### src/rtl/four_way_mux_arbiter.sv
// Four-requester round-robin arbiter with bursts of up to MAX_BURST transfers.
// Latency: grant registered 1 cycle after req is sampled; out_valid/out_data combinational from the owner.
// Backpressure: out_ready low stalls the owner indefinitely; the owner is released after MAX_BURST transfers or when its req drops.
module four_way_mux_arbiter #(
    parameter int WIDTH     = 16,
    parameter int MAX_BURST = 4
) (
    input  logic             clk,
    input  logic             reset,
    input  logic [3:0]       req,
    input  logic [WIDTH-1:0] in0,
    input  logic [WIDTH-1:0] in1,
    input  logic [WIDTH-1:0] in2,
    input  logic [WIDTH-1:0] in3,
    input  logic             out_ready,
    output logic [3:0]       grant,
    output logic [1:0]       sel,
    output logic             out_valid,
    output logic [WIDTH-1:0] out_data,
    output logic             busy
);

    typedef enum logic {IDLE, GRANT} state_t;

    localparam logic [3:0] LAST_CNT = 4'(MAX_BURST - 1);

    state_t     state, state_nxt;
    logic [3:0] grant_nxt;
    logic [1:0] sel_nxt;
    logic [1:0] ptr, ptr_nxt;
    logic [3:0] cnt, cnt_nxt;
    logic       win_vld;
    logic [1:0] win_idx;
    logic [1:0] cand;

    always_ff @(posedge clk or negedge reset) begin
        if (!reset) begin
            state <= IDLE;
            grant <= 4'b0000;
            sel   <= 2'd0;
            ptr   <= 2'd3;
            cnt   <= 4'd0;
        end else begin
            state <= state_nxt;
            grant <= grant_nxt;
            sel   <= sel_nxt;
            ptr   <= ptr_nxt;
            cnt   <= cnt_nxt;
        end
    end

    // Search from ptr+4 down to ptr+1 so the nearest requester after ptr wins last.
    always_comb begin
        win_vld = 1'b0;
        win_idx = 2'd0;
        cand    = ptr;
        for (int k = 4; k >= 1; k--) begin
            cand = ptr + 2'(k);
            if (req[cand]) begin
                win_vld = 1'b1;
                win_idx = cand;
            end
        end
    end

    always_comb begin
        state_nxt = state;
        grant_nxt = grant;
        sel_nxt   = sel;
        ptr_nxt   = ptr;
        cnt_nxt   = cnt;
        case (state)
            IDLE: begin
                if (win_vld) begin
                    state_nxt = GRANT;
                    grant_nxt = 4'b0001 << win_idx;
                    sel_nxt   = win_idx;
                    cnt_nxt   = 4'd0;
                end
            end
            GRANT: begin
                // A dropped request or a full burst both rotate priority past the owner.
                if (!req[sel] || (out_ready && cnt == LAST_CNT)) begin
                    state_nxt = IDLE;
                    grant_nxt = 4'b0000;
                    sel_nxt   = 2'd0;
                    ptr_nxt   = sel;
                    cnt_nxt   = 4'd0;
                end else if (out_ready) begin
                    cnt_nxt = cnt + 4'd1;
                end
            end
            default: begin
                state_nxt = IDLE;
                grant_nxt = 4'b0000;
                sel_nxt   = 2'd0;
            end
        endcase
    end

    assign busy      = (state == GRANT);
    assign out_valid = busy && req[sel];

    always_comb begin
        out_data = '0;
        if (out_valid) begin
            case (sel)
                2'd0:    out_data = in0;
                2'd1:    out_data = in1;
                2'd2:    out_data = in2;
                default: out_data = in3;
            endcase
        end
    end

endmodule

### config.mk
export PLATFORM = sky130hd
export DESIGN_NAME = four_way_mux_arbiter
export DESIGN_NICKNAME = d
export VERILOG_FILES = /design/src/rtl/four_way_mux_arbiter.sv
export SDC_FILE = /design/constraint.sdc
export NUM_CORES = 1
export LEC_CHECK = 0
export ABC_AREA = 1
export CAP_MARGIN = 40
export CORE_MARGIN = 2
export CORE_UTILIZATION = 35
export DETAILED_ROUTE_END_ITERATION = 6
export HOLD_SLACK_MARGIN = 0.08
export PLACE_DENSITY = 0.81
export SYNTH_ARGS = -nofsm -noshare
export SYNTH_HDL_FRONTEND = slang
export SYNTH_SLANG_ARGS = --single-unit
### constraint.sdc
create_clock -name clk -period 2.1 [get_ports clk]
set_input_delay 0.315 -clock clk [delete_from_list [all_inputs] [get_ports clk]]
set_output_delay 0.315 -clock clk [all_outputs]
set_load 0.02 [all_outputs]
==> results of run 1 <==
==> kinds of logic (layout without fill, tap and decap cells) <==
kind of cell               Yosys count  after routing  synth area share (%)
AOI/OAI and AO/OA                   37             37                  18.7
xor gates and xnor gates             2              2                  1.31
and+or+nand+nor                    145            145                  46.5
adders and majority gates            1              1                 0.938
DFF                                 13             13                  24.6
buffers and inverters               24            131                  7.97
==> power by group through the flow <==
stage	combinational, mW	clock (mW)	sequential [mW]
floorplan	1.30	0	0.473
global placement	2.25	0	0.451
detailed placement	2.29	0	0.451
CTS	2.18	0.219	0.447
global route	2.46	0.231	0.466
finish	2.24	0.218	0.453
==> routing by layer <==
| layer | part of all wire, % | up-vias | global-route usage [%] | wire [microns] |
|---|---|---|---|---|
| met5 | 0 | - | 0 | 0 |
| met4 | 1.5 | 0 | 3.39 | 74 |
| met3 | 4.8 | 6 | 3.42 | 235 |
| met2 | 52 | 66 | 42.0 | 2540 |
| met1 | 42 | 836 | 27.7 | 2070 |
| li1 | - | 955 | - | - |
==> worst max-delay path, delay by kind of cell, from the launching register on <==
kind | cells | cell delay, ns
buffers and inverters | 3 | 0.48
flip-flops | 1 | 0.41
AND/OR/NAND/NOR | 4 | 0.40
AO/OA/AOI/OAI | 1 | 0.18
==> stage by stage <==
stage	worst slack [ns]	area [sq um]
after floorplan	0.0694	1330
after global placement	-0.274	2440
after detailed placement	-0.322	2440
after CTS	0.00587	2410
after global routing	-0.00113	2450
final	0.0764	2450
==> synth_stat cells, drive strengths merged <==
master / instances
buf: 4
or2: 1
dfstp: 2
xnor2: 1
inv: 16
nand3: 23
clkbuf: 4
ha: 1
nor2: 10
a41oi: 9
nand4: 1
xor2: 1
a21oi: 8
and2: 1
dfrtp: 11
o21ai: 13
a221oi: 7
nand2: 109
==> flip-flops by register name, indices dropped and copies added (netlist names) <==
signal,flops
busy,1
cnt,4
grant,4
ptr,2
sel,2
==> placed cells by master (no fill, tap or decap), types with 2 or more instances in the layout <==
cell type / synthesis / final
a21oi_1: 8 / 8
a221oi_1: 7 / 7
a41oi_1: 9 / 7
a41oi_2: 0 / 2
buf_12: 0 / 2
buf_2: 2 / 5
buf_4: 1 / 25
clkbuf_2: 0 / 2
clkbuf_8: 0 / 3
clkdlybuf4s50_1: 0 / 77
dfrtp_1: 11 / 11
dfstp_2: 2 / 2
inv_1: 12 / 12
inv_2: 3 / 2
inv_4: 1 / 2
nand2_1: 106 / 106
nand2_4: 1 / 2
nand3_1: 23 / 23
nor2_1: 8 / 8
o21ai_0: 10 / 10
o21ai_1: 2 / 2
==> repair_timing <==
action                                  4_1_cts  5_1_grt
resized for setup                            72       17
pin swaps                                     0        0
endpoints found under the setup margin       17       17
hold endpoints to repair                      0        0
==> path summary, 6_finish.rpt <==
| check | slack (ns) | endpoint | start | cells past startpoint |
|---|---|---|---|---|
| max in group asynchronous | 1.27 | cnt[0] | reset | 1 |
| worst max register to register | 0.35 | sel[1] | ptr[0] | 10 |
| min in group clk | 0.51 | grant[3] | grant[3] | 2 |
| worst min-delay path | 0.45 | sel[1] | reset | 1 |
| worst max-delay path | 0.08 | out_data[13] | sel[1] | 8 |
| worst min register to register | 0.51 | grant[3] | grant[3] | 2 |
==> layout make-up <==
type / instances / area, sq um / area share (%)
repair buffers: 111 / 1030 / 42.2
flip-flops and latches: 13 / 328 / 13.4
inverters: 16 / 65.1 / 2.65
clock buffers: 4 / 45.0 / 1.84
well taps: 48 / 60.1 / 2.45
multi-input cells: 185 / 920 / 37.5
==> results.cfg, run 1 <==
[outcome]
status = finished, final reports clean

[logic_synthesis]
syn_nets = 294
synth_cells = 222
synth.distinct_cells = 28
synth_top_area_cell = nand2_1
synth_area_sq_um = 1330
yosysWarnings = 0
synth-seq-cells = 13
avgSynthCellArea_sq_um = 6.01
synthTopCellsByArea = nand2_1 30%, dfrtp_1 21%, nand3_1 8.6%
yosysTopAreaCellShare_pct = 29.8
yosysSeqAreaShare_pct = 24.6

[finish]
fin_nets = 402
syn_to_final_growth_pct = 83.8
antennaDiodeCount = 0
fillCellCount = 342
drive_gt1_share_pct = 16.1
utilization_pct = 67.0
instances_no_fill = 377

[clock_tree]
clk_latency_ns = 0.24
cts-hold-fix-buffers = 0
path_clk_slew_ns = 0.05
h-tree-depth = 1
postCtsSetupRepairBufs = 0
clock-sinks = 13
cts_made_buffers = 3
clock-root-buffer = clkbuf_8
clockBufferDepth = 2
cts_tree = yes

[routing]
wl_per_cell_microns = 13.0
wirelength_microns = 4920
drtIter0Drc = 141
via_count = 1863
dr.pass1.iters = 4
viasPerCell = 4.94
ant_nets = 0
drc = 0

[critical_path]
timing.critical_path.mode_cell = buf_12
arrival_ns = 1.71
crit_fanout = 10
cpMaxStageDelayCell = dfrtp_1
max_stage_delay_ns = 0.41
cp-end-kind = primary output
critical_path_class = reg -> out
crit_chain = buf_12, nor2_2, nand2_1, nand4_2, nand2_4, buf_12, a41oi_1, buf_4
cp-start-kind = flop
critPathRequiredTime_ns = 1.78

[timing]
period_share_pct = 96.4
fin_crit_ns = 2.02
fin_tns_setup_ns = 0
finalSetupViolCount = 0
tightest_slew_ns = 0.580
slew_headroom_pct = 61.2
fmax_mhz = 494
maxSlewViolCount = 0
hold_ws_ns = 0.448
rsz0062_at_grt = true
fin_skew_ns = 0.00342
hold_viol = 0

[global_routing]
overflow = 0
grt_pass1_vias = 1772
grt_pass1_wl_microns = 7780
grt_usage_pct = 22.6
antenna_found_initial = 0
grt_max_degree = 17

[floorplan]
coreArea_sq_um = 3660
ios = 95
die_w_microns = 65.7
start_util_pct = 36.4
die_y_microns = 65.7
die-area_sq_um = 4320
num_rows = 22

[pwr]
power_density_nw_per_um2 = 1190
vdd_drop_max_mv = 0.612
switching_share_pct = 51.4
p_clk_share_pct = 7.5
internal_power_mw = 1.42
p_leak_nw = 1.15
power_mw = 2.91
switching_power_mw = 1.50
power_frac_seq_pct = 15.6
pwr-share-comb_pct = 77.0

[run]
drv_cap = 0

[placed_design]
place.gp.congestion = 0.828
dp.cells = 373
io_buffers = 94
dp_hpwl_microns = 3930

[worst_hold_path]
hp-class = in -> async
(Power assumes the default switching activity.)
==> inputs of run 2 (changes only) <==
==> constraint.sdc (replaced) <==
create_clock -name clk -period 2.2 [get_ports clk]
set_input_delay 0.33 -clock clk [delete_from_list [all_inputs] [get_ports clk]]
set_output_delay 0.33 -clock clk [all_outputs]
set_load 0.02 [all_outputs]
==> run 2 against run 1 <==
- sequential share of layout area is 0.26 points higher
- die area did not move
- worst hold slack better by 0.016 ns
- core utilization fell by 1.0 points
- flip-flop and latch count did not move
- clock power is 3% lower
- clock-buffer cell count did not move
- register-to-register slack better by 0.10 ns
- power fell by 6.4%
- design area down 1.5%
- non-clock buffer count is the same
- setup slack better by 0.019 ns
- largest cell class unchanged
- largest power group unchanged
==> results.cfg, run 2 (synthesized netlist as in run 1, its figures left out) <==
[pwr]
p_leak_nw = 1.14
power_density_nw_per_um2 = 1130
power_mw = 2.73
vdd_drop_max_mv = 0.686

[finish]
top_regs = cnt x4, grant x4
layout_common_cells = 106 x nand2_1, 77 x clkdlybuf4s50_1, 23 x nand3_1
fin_nets = 402
antennaDiodeCount = 0
final_common_cell = nand2_1
syn_to_final_growth_pct = 81.0
instances_no_fill = 377
drive_gt1_share_pct = 15.2
fillCellCount = 347
utilization_pct = 65.9

[critical_path]
crit_fanout = 7
critPathRequiredTime_ns = 1.87
cp-start-kind = flop
cpMaxStageDelayCell = dfrtp_1
crit_chain = buf_12, nand2_4, inv_2, nand2_1, nand4_2, nand2_2, inv_2, buf_4, dlygate4sd2_1
crit_family = buffers and inverters
timing.critical_path.mode_cell = inv_2
critical_path_class = reg -> out
ff2ff_setup_slack_ns = 0.45
cp-end-kind = primary output
crit_path_start = sel[1]
arrival_ns = 1.77
max_stage_delay_ns = 0.41
path_buf_inv = 5
r2r_start = ptr[0]

[floorplan]
num_rows = 22
die-area_sq_um = 4320
ios = 95
start_util_pct = 36.4
die_y_microns = 65.7
coreArea_sq_um = 3660
die_w_microns = 65.7

[clock_tree]
cts_made_buffers = 3
path_clk_slew_ns = 0.05
h-tree-depth = 1
cts_tree = yes
clockBufferDepth = 2
clock-root-buffer = clkbuf_8
clock-sinks = 13
clk_latency_ns = 0.24

[run]
drv_cap = 0

[routing]
viasPerCell = 4.92
wirelength_microns = 5040
dr.pass1.iters = 4
drtIter0Drc = 147
drc = 0
ant_nets = 0
via_count = 1853
wl_per_cell_microns = 13.4

[global_routing]
grt_pass1_vias = 1771
antenna_found_initial = 0
grt_usage_pct = 23.7
overflow = 0
grt_max_degree = 17
grt_pass1_wl_microns = 8020

[timing]
slew_headroom_pct = 60.5
period_share_pct = 95.7
fin_skew_ns = 0.00373
rsz0062_at_grt = false
fmax_mhz = 475
fin_crit_ns = 2.10
tightest_slew_ns = 0.591
maxSlewViolCount = 0
fin_tns_setup_ns = 0
finalSetupViolCount = 0
hold_viol = 0

[placed_design]
io_buffers = 94
place.gp.congestion = 0.827
dp_hpwl_microns = 3990
dp.cells = 372

[outcome]
status = finished, final reports clean

[worst_hold_path]
hp-class = in -> async
## run 2: worst paths after layout
kind	endpoint	cells after the start
hold / removal	sel[1]	1
setup / recovery	out_valid	9
min in group clk	grant[3]	2
max in group asynchronous	sel[0]	1
setup reg to reg	sel[0]	10
hold reg to reg	grant[3]	2
## run 2: final cells by class
class                   instances  area [sq um]  share of cell area (%)
inverters                      16          62.6                    2.59
repair buffers                111          1020                    42.1
clock buffers                   4          45.0                    1.87
multi-input cells             185           900                    37.3
flip-flops and latches         13           329                    13.6
well taps                      48          60.1                    2.49
## run 2: per-stage QoR
step / setup slack, ns / hold slack (ns) / instance area, sq um
final: 0.0953 / 0.463 / 2410
after global routing: 0.0136 / 0.509 / 2410
after CTS: 0.00284 / 0.471 / 2460
after detailed placement: -0.300 / 0.507 / 2440
after global placement: -0.203 / 0.494 / 2440
after floorplan: 0.154 / 0.0344 / 1330
## run 2: where the power goes
part           switching (mW)  internal [mW]
Sequential              0.101          0.334
Combinational            1.24          0.846
Clock                  0.0831          0.128
## run 2: layer usage
layer  GRT usage, %  wire (microns)
met1           27.4            2160
met2           45.5            2630
met5              0               0
met3           4.45             189
met4           3.13              57
## run 2: worst register-to-register path, cell delays in order, from the launching register on
cell	delay [ns]
dfstp_2	0.65
inv_4	0.08
nand2_1	0.07
nand2_1	0.07
nand2_1	0.10
nand2_1	0.08
nor2_1	0.13
nand2_1	0.07
nand2_1	0.18
nand2_1	0.11
o21ai_1	0.13
## run 2: what timing repair did
| action | CTS | global route |
|---|---|---|
| buffers inserted | 0 | 1 |
| gates resized for setup | 26 | 34 |
| endpoints found under the setup margin | 17 | 15 |
| hold buffers | 0 | 0 |
==> inputs of run 3 (changes only) <==
--- a/config.mk
+++ b/config.mk
@@ -10,8 +10,10 @@
 export CORE_MARGIN = 2
 export CORE_UTILIZATION = 35
 export DETAILED_ROUTE_END_ITERATION = 6
+export GPL_ROUTABILITY_DRIVEN = 0
 export HOLD_SLACK_MARGIN = 0.08
 export PLACE_DENSITY = 0.81
+export SLEW_MARGIN = 20
 export SYNTH_ARGS = -nofsm -noshare
 export SYNTH_HDL_FRONTEND = slang
 export SYNTH_SLANG_ARGS = --single-unit
==> results of run 3 <==
No change in the layout: final DEF, timing and power equal those of run 2.
